[src/rtl/control_pkg.sv]
// Shared encodings for the RV32I single-cycle control unit: opcodes, ALU codes,
// immediate/writeback selects and ALU flag bit positions.
package control_pkg;

    localparam logic [6:0] OP_R      = 7'b0110011;
    localparam logic [6:0] OP_I      = 7'b0010011;
    localparam logic [6:0] OP_LOAD   = 7'b0000011;
    localparam logic [6:0] OP_STORE  = 7'b0100011;
    localparam logic [6:0] OP_BRANCH = 7'b1100011;
    localparam logic [6:0] OP_JAL    = 7'b1101111;
    localparam logic [6:0] OP_LUI    = 7'b0110111;

    localparam int ALU_W = 4;

    // Codes 0xB-0xF are reserved and never produced by the decoder.
    typedef enum logic [ALU_W-1:0] {
        ALU_ADD  = 4'h0,
        ALU_SLL  = 4'h1,
        ALU_SLT  = 4'h2,
        ALU_SLTU = 4'h3,
        ALU_XOR  = 4'h4,
        ALU_ADDI = 4'h5,
        ALU_OR   = 4'h6,
        ALU_AND  = 4'h7,
        ALU_SUB  = 4'h8,
        ALU_SRL  = 4'h9,
        ALU_SRA  = 4'hA
    } alu_op_e;

    // Coarse operation class handed from the main decoder to the ALU decoder.
    typedef enum logic [1:0] {
        CLS_ADD = 2'd0,
        CLS_SUB = 2'd1,
        CLS_R   = 2'd2,
        CLS_I   = 2'd3
    } alu_class_e;

    localparam logic [1:0] IMM_I  = 2'b00;
    localparam logic [1:0] IMM_SB = 2'b01;
    localparam logic [1:0] IMM_U  = 2'b10;
    localparam logic [1:0] IMM_J  = 2'b11;

    localparam logic [1:0] RES_ALU = 2'b00;
    localparam logic [1:0] RES_MEM = 2'b01;
    localparam logic [1:0] RES_PC4 = 2'b10;

    localparam int FLAG_N = 3;
    localparam int FLAG_Z = 2;
    localparam int FLAG_C = 1;
    localparam int FLAG_V = 0;

endpackage

[src/rtl/control_unit_alu_decoder.sv]
// ALU decoder: turns the main decoder's operation class plus funct3/funct7[5]
// into the 4-bit ALU operation code.
module alu_decoder
    import control_pkg::*;
(
    input  alu_class_e       alu_class_i,
    input  logic [2:0]       funct3_i,
    input  logic             funct7_i,
    output logic [ALU_W-1:0] alu_control_o
);

    alu_op_e alu_op;

    always_comb begin
        alu_op = ALU_ADD;
        case (alu_class_i)
            CLS_ADD: alu_op = ALU_ADD;
            CLS_SUB: alu_op = ALU_SUB;
            CLS_R, CLS_I: begin
                case (funct3_i)
                    3'b000: begin
                        // funct7[5] selects SUB only for register-register ops
                        if (alu_class_i == CLS_I) alu_op = ALU_ADDI;
                        else                      alu_op = funct7_i ? ALU_SUB : ALU_ADD;
                    end
                    3'b001: alu_op = ALU_SLL;
                    3'b010: alu_op = ALU_SLT;
                    3'b011: alu_op = ALU_SLTU;
                    3'b100: alu_op = ALU_XOR;
                    3'b101: alu_op = funct7_i ? ALU_SRA : ALU_SRL;
                    3'b110: alu_op = ALU_OR;
                    default: alu_op = ALU_AND;
                endcase
            end
            default: alu_op = ALU_ADD;
        endcase
    end

    assign alu_control_o = alu_op;

endmodule

[src/rtl/control_unit.sv]
// Main decoder and branch resolver for a single-cycle RV32I core, plus a sticky
// flag recording that an unsupported opcode was decoded since reset.
module control_unit
    import control_pkg::*;
(
    input  logic             clk,
    input  logic             rst,
    input  logic [6:0]       op,
    input  logic [2:0]       funct3,
    input  logic             funct7,
    input  logic [3:0]       flags,
    output logic             RegWrite,
    output logic             ALUSrc,
    output logic             MemWrite,
    output logic             PCSrc,
    output logic [1:0]       ImmSrc,
    output logic [1:0]       ResultSrc,
    output logic [ALU_W-1:0] ALUControl,
    output logic             illegal,
    output logic             illegal_sticky
);

    alu_class_e alu_class;
    logic       is_branch;
    logic       is_jump;
    logic       branch_taken;
    logic       illegal_sticky_q;
    logic       illegal_sticky_d;

    always_comb begin
        RegWrite  = 1'b0;
        ALUSrc    = 1'b0;
        MemWrite  = 1'b0;
        ImmSrc    = IMM_I;
        ResultSrc = RES_ALU;
        alu_class = CLS_ADD;
        is_branch = 1'b0;
        is_jump   = 1'b0;
        illegal   = 1'b0;
        case (op)
            OP_R: begin
                RegWrite  = 1'b1;
                alu_class = CLS_R;
            end
            OP_I: begin
                RegWrite  = 1'b1;
                ALUSrc    = 1'b1;
                alu_class = CLS_I;
            end
            OP_LOAD: begin
                RegWrite  = 1'b1;
                ALUSrc    = 1'b1;
                ResultSrc = RES_MEM;
            end
            OP_STORE: begin
                ALUSrc    = 1'b1;
                MemWrite  = 1'b1;
                ImmSrc    = IMM_SB;
            end
            OP_BRANCH: begin
                ImmSrc    = IMM_SB;
                alu_class = CLS_SUB;
                is_branch = 1'b1;
            end
            OP_JAL: begin
                RegWrite  = 1'b1;
                ImmSrc    = IMM_J;
                ResultSrc = RES_PC4;
                is_jump   = 1'b1;
            end
            OP_LUI: begin
                RegWrite  = 1'b1;
                ImmSrc    = IMM_U;
            end
            // JALR and AUIPC fall here too: everything stays at zero
            default: illegal = 1'b1;
        endcase
    end

    // Flags come from the SUB the ALU performs for the branch compare.
    always_comb begin
        branch_taken = 1'b0;
        case (funct3)
            3'b000: branch_taken = flags[FLAG_Z];
            3'b001: branch_taken = !flags[FLAG_Z];
            3'b100: branch_taken = flags[FLAG_N] ^ flags[FLAG_V];
            3'b101: branch_taken = !(flags[FLAG_N] ^ flags[FLAG_V]);
            3'b110: branch_taken = !flags[FLAG_C];
            3'b111: branch_taken = flags[FLAG_C];
            default: branch_taken = 1'b0;
        endcase
    end

    assign PCSrc = is_jump | (is_branch & branch_taken);

    alu_decoder u_alu_decoder (
        .alu_class_i   (alu_class),
        .funct3_i      (funct3),
        .funct7_i      (funct7),
        .alu_control_o (ALUControl)
    );

    assign illegal_sticky_d = illegal_sticky_q | illegal;

    always_ff @(posedge clk or posedge rst) begin
        if (rst) illegal_sticky_q <= 1'b0;
        else     illegal_sticky_q <= illegal_sticky_d;
    end

    assign illegal_sticky = illegal_sticky_q;

endmodule

[config.mk]
export PLATFORM = sky130hd
export DESIGN_NAME = control_unit
export DESIGN_NICKNAME = d
export VERILOG_FILES = /design/src/rtl/control_pkg.sv /design/src/rtl/control_unit_alu_decoder.sv /design/src/rtl/control_unit.sv
export SDC_FILE = /design/constraint.sdc
export NUM_CORES = 1
export LEC_CHECK = 0
export CAP_MARGIN = 40
export CORE_MARGIN = 10
export CORE_UTILIZATION = 25
export DETAILED_ROUTE_END_ITERATION = 6
export DONT_BUFFER_PORTS = 1
export PLACE_DENSITY = 0.49
export SLEW_MARGIN = 20
export SYNTH_ARGS = -nofsm -noshare
export SYNTH_HDL_FRONTEND = slang
export SYNTH_HIERARCHICAL = 1
export SYNTH_SLANG_ARGS = --single-unit
[constraint.sdc]
create_clock -name clk -period 1.5 [get_ports clk]
set_clock_uncertainty 0.2 [all_clocks]
set_input_delay 0.075 -clock clk [delete_from_list [all_inputs] [get_ports clk]]
set_output_delay 0.075 -clock clk [all_outputs]
set_load 0.03 [all_outputs]
Word-level counts from Yosys, hierarchy flattened:

Index checks and enable logic that the tools add are counted.

* bitwise operators: 4
* reduce and logical (&&, ||, !) cells: 10
* mux-type cells: 15
* eq/ne operators: 17

Operators by type and width (number)
* 4-bit case mux with 7 select lines: 1
* 7-bit by 6-bit equality test with 1-bit output (second input constant): 3
* 7-bit equality test (second input constant): 2
* 3-bit equality test (second input constant): 4
* 2-bit case mux with 3 select lines: 2
* 4-bit case mux with 3 select lines: 1
* 4-bit 2-to-1 mux: 2
* 7-bit by 2-bit equality test with 1-bit output (second input constant): 1
* 7-bit by 5-bit equality test with 1-bit output (second input constant): 1
* 7-bit OR reduction: 1
* 3-bit by 2-bit equality test with 1-bit output (second input constant): 2
* 1-bit 2-to-1 mux: 6
* 1-bit case mux with 6 select lines: 1
* 5-bit OR reduction: 1
* 2-bit equality test (second input constant): 2
* 2-bit case mux with 2 select lines: 1
* 2-bit OR reduction: 2
* 3-bit by 1-bit equality test with 1-bit output (second input constant): 1
* 1-bit logical NOT: 3
* 3-bit logical NOT: 1
* 3-bit OR reduction: 1
* 2-bit by 1-bit equality test with 1-bit output (second input constant): 1
* 2-bit logical NOT: 1
* 2-bit 2-to-1 mux: 1
* 3 further kinds: 4

* output and inout port bits: 14
* bits in registers: 1
* input bits: 17
* logic and storage cells: 47

Longest topological paths before layout:

* depth after elaboration: 6
* gate-level depth with buffers: 6
* gate-level depth less buffers: 6

Cells and area by module:

The synthesis kept the hierarchy.

Modules (own cells, without submodules)
* control_unit: cells each 45, instances 1, seq. area each 25.0 µm², area each 269.0 µm²
* alu_decoder: cells each 13, instances 1, seq. area each 0.0 µm², area each 102.6 µm²

Worst setup path before layout:

No wires, ideal clock.

* kind: input port to output port
* start point: input port flags[0]
* end point: output port PCSrc
* required time: 1.225 ns
* stages: 4
* path buffers: 0
* arrival: 1.248 ns
* path slack: -0.023 ns
* cells stage by stage: xnor2_1 -> xnor2_1 -> a31oi_1 -> o31ai_1

* cells in the longest elaborated chain, start to end: 5

RTL lines
* from (decl): RTL line control_unit.sv:11 `input logic [3:0] flags,`
* 1-bit XOR *: RTL line control_unit.sv:86, control_unit.sv:87
* 1-bit logical NOT: RTL line control_unit.sv:87 `3'b101: branch_taken = !(flags[FLAG_N] ^ flags[FLAG_V]);`
* 1-bit case mux with 6 select lines *: RTL line control_unit.sv:83 `case (funct3)`
* 1-bit bitwise AND *: RTL line control_unit.sv:94 `assign PCSrc = is_jump | (is_branch & branch_taken);`
* 1-bit bitwise OR *: RTL line control_unit.sv:94
* to (decl): RTL line control_unit.sv:15 `output logic PCSrc,`

Every way passes the cells marked *; elsewhere a longest branch is shown, timed or not.

Final worst setup path:

* start point: input port op[6]
* end point: output port ALUControl[3]

* cells in the longest elaborated chain, start to end: 6
* elaborated cells on any way between the ends: 12
* those cells by class: eq/ne (6); mux (4); reduce/logical (2)

RTL lines
* from (decl): RTL line control_unit.sv:8 `input logic [6:0] op,`
* 7-bit equality test (tied with other cells): RTL line control_unit.sv:40 `case (op)`
* 2-bit case mux with 3 select lines *: RTL line control_unit.sv:40
* via alu_class[0]: RTL line control_unit.sv:23 `alu_class_e alu_class;`
* 2-bit equality test: RTL line control_unit_alu_decoder.sv:16, control_unit_alu_decoder.sv:23
* 4-bit 2-to-1 mux: RTL line control_unit_alu_decoder.sv:23 `if (alu_class_i == CLS_I) alu_op = ALU_ADDI;`
* 4-bit case mux with 7 select lines: RTL line control_unit_alu_decoder.sv:20 `case (funct3_i)`
* 4-bit case mux with 3 select lines *: RTL line control_unit_alu_decoder.sv:16 `case (alu_class_i)`
* to (decl): RTL line control_unit.sv:18 `output logic [ALU_W-1:0] ALUControl,`

Mark *: on every way through the listed nets, which the timed path passes. The rest lies on a longest branch.

==> impl_metrics.tcl <==
set metrics [dict create \
    outcome "complete, but fails checks" \
    violations "setup timing" \
    internal-power_uw 61.8 \
    yosysUniqueCellTypes 30 \
    min_path_type "input port to flop" \
    placementRows 13 \
    fin_util 0.379 \
    dp.cells 86 \
    swShare 0.356 \
    fin_nets 91 \
    crit_type "input port to output port" \
    cts_resized 0 \
    p_leak_nw 0.215 \
    cpMaxStageDelayCell "or4b_1" \
    clock.fmax_ghz 0.651 \
    die_x_um 58.6 \
    n_fill_cell 153 \
    grt_first_pass_wirelength_mm 1.97 \
    cpPeakStageDelay_ps 520 \
    dpl.hpwl_mm 1.11 \
    cts.clk_slew.worst_paths_ps 0 \
    min_period_ps 1540 \
    hold_viol 0 \
    fin_ws_ps -35.8 \
    post_drt_wl_per_cell_um 14.4 \
    grtUsageTotal 0.0672 \
    maxSlewViolCount 0 \
    remaining_drc_errors 0 \
    worstSkewPairLatency_ps 0 \
    pin_count 31 \
    worstSetupStartpointType "input port" \
    ys_ff_latch 1 \
    coreArea_um2 1350 \
    tns_ps -35.8 \
    antenna_found_initial 0 \
    largest_reg_flops 1 \
    switchingPower_uw 34.2 \
    path_buf_inv 0 \
    grt_max_degree 11 \
    drt-initial-drc-count 14 \
    relSlewSlack 0.732 \
    cp-end-kind "output port" \
    grt_setup_unrepaired "yes" \
    grt-ovfl-total 0 \
    placed_cell_area_um2 502 \
    insertedDiodeCount 0 \
    maxCapViolations 0 \
    worst_slew_pin_slew_ps 398 \
    ys.flop_type "dfrtp_1" \
    syn_area_per_cell_um2 6.41 \
    synth-edff-count 0 \
    syn_to_final_growth_pct 37.7 \
    synthTopCellsByCount "nor2_1 (8), inv_1 (5), nand2_1 (4)" \
    powerDensity_nw_per_um2 188 \
    mappedNetlistNets 75 \
    critPathTopFamily "simple AND/OR/NAND/NOR gates" \
    fin_area_um2 512 \
    gp_congestion 0.801 \
    ys_seq_area_frac 0.0673 \
    clkPwrFrac 0 \
    start_util 0.275 \
    setup_viol 1 \
    fp.dieH_um 58.6 \
    crit_fanout 7 \
    multiInputGateArea_um2 342 \
    detail-route-antenna-nets 0 \
    dieArea_um2 3430 \
    post-cts-setup-buffers 0 \
    grt_pass1_vias 432 \
    async_flop_share 1.00 \
    io_buffers 0 \
    ff_latch_area_um2 25.0 \
    routed_wirelength_mm 1.26 \
    p_comb_frac 0.714 \
    irDropWorstVdd_mv 0.0779 \
    netlist_instances 58 \
    holdWs_ps 129 \
    firstDrtPassIters 4 \
    drive_gt1_frac 0.236 \
    synth_area_leaders "nor2_1 (8.1%), dfrtp_1 (6.7%), inv_1 (5.1%)" \
    yosysMostFrequentCell "nor2_1" \
    dp_slack_ps -34.9 \
    yosys.area.top_type "nor2_1" \
    syn-cell-area_um2 372 \
    vias 462 \
    arrival_ps 1260 \
    cp_cell_sequence "and3_1 -> a21oi_1 -> nor4_1 -> or4b_1 -> o211ai_4" \
    synthDominantCellAreaShare 0.0808 \
    p_total_uw 96.0 \
    worstPathRequired_ps 1220 \
    yosys_warnings 6 \
    pwr-share-seq 0.286 \
    finalCritPeriodShare 1.02 \
    final_cells 87 \
    vias_per_cell 5.31 \
]
[cell usage in the layout (no fill, tap or decap), types with 2 or more instances in the layout]
| cell | count |
|---|---|
| nand2b_1 | 3 |
| nor2b_1 | 2 |
| buf_4 | 13 |
| inv_1 | 5 |
| xnor2_1 | 2 |
| nand2_1 | 4 |
| or3_1 | 2 |
| xor2_1 | 2 |
| a31oi_1 | 2 |
| nor3_1 | 2 |
| a21oi_1 | 3 |
| nand3_1 | 3 |
| o21ai_0 | 3 |
| nor2_1 | 8 |
[metal layers]
metal | global-route usage | wire [um]
met3 | 0.0150 | 68
met1 | 0.0755 | 492
met2 | 0.131 | 694
met4 | 0 | 0
met5 | 0 | 0
[logic make-up after synthesis]
logic type             Yosys count  synth area share
AND/OR/NAND/NOR                 33             0.495
AO/OA/AOI/OAI                   15             0.293
buffers and inverters            5            0.0505
XOR/XNOR                         4            0.0943
flip-flops                       1            0.0673
[worst paths after layout]
check	start	endpoint	slack [ps]	depth (start not counted)
worst min register to register	illegal_sticky	illegal_sticky	260	1
worst max-delay path	op[6]	ALUControl[3]	-40	5
min in group asynchronous	rst	illegal_sticky	160	2
worst max register to register	illegal_sticky	illegal_sticky	300	1
worst min-delay path	op[5]	illegal_sticky	130	2
max in group asynchronous	rst	illegal_sticky	850	2
[what timing repair did]
action,in CTS,in global routing
cloned,0,0
setup endpoints to repair,1,3
hold buffers,1,0
pin swaps,0,0
hold endpoints to repair,1,0
[power groups by stage]
stage / Clock [mW] / Sequential [mW] / Combinational [mW]
after detailed placement: 0 / 0.0275 / 0.0675
after global placement: 0 / 0.0275 / 0.0675
after CTS: 0 / 0.0275 / 0.0696
final: 0 / 0.0275 / 0.0685
after global routing: 0 / 0.0275 / 0.0753
after floorplan: 0 / 0.0275 / 0.0528
[area by class of cell]
| class | instances | area share |
|---|---|---|
| timing repair buffer | 14 | 0.210 |
| inverter | 5 | 0.0367 |
| sequential | 1 | 0.0489 |
| tap | 15 | 0.0367 |
| multi-input combinational | 52 | 0.667 |
No activity file was read; power rests on OpenSTA's default activity.
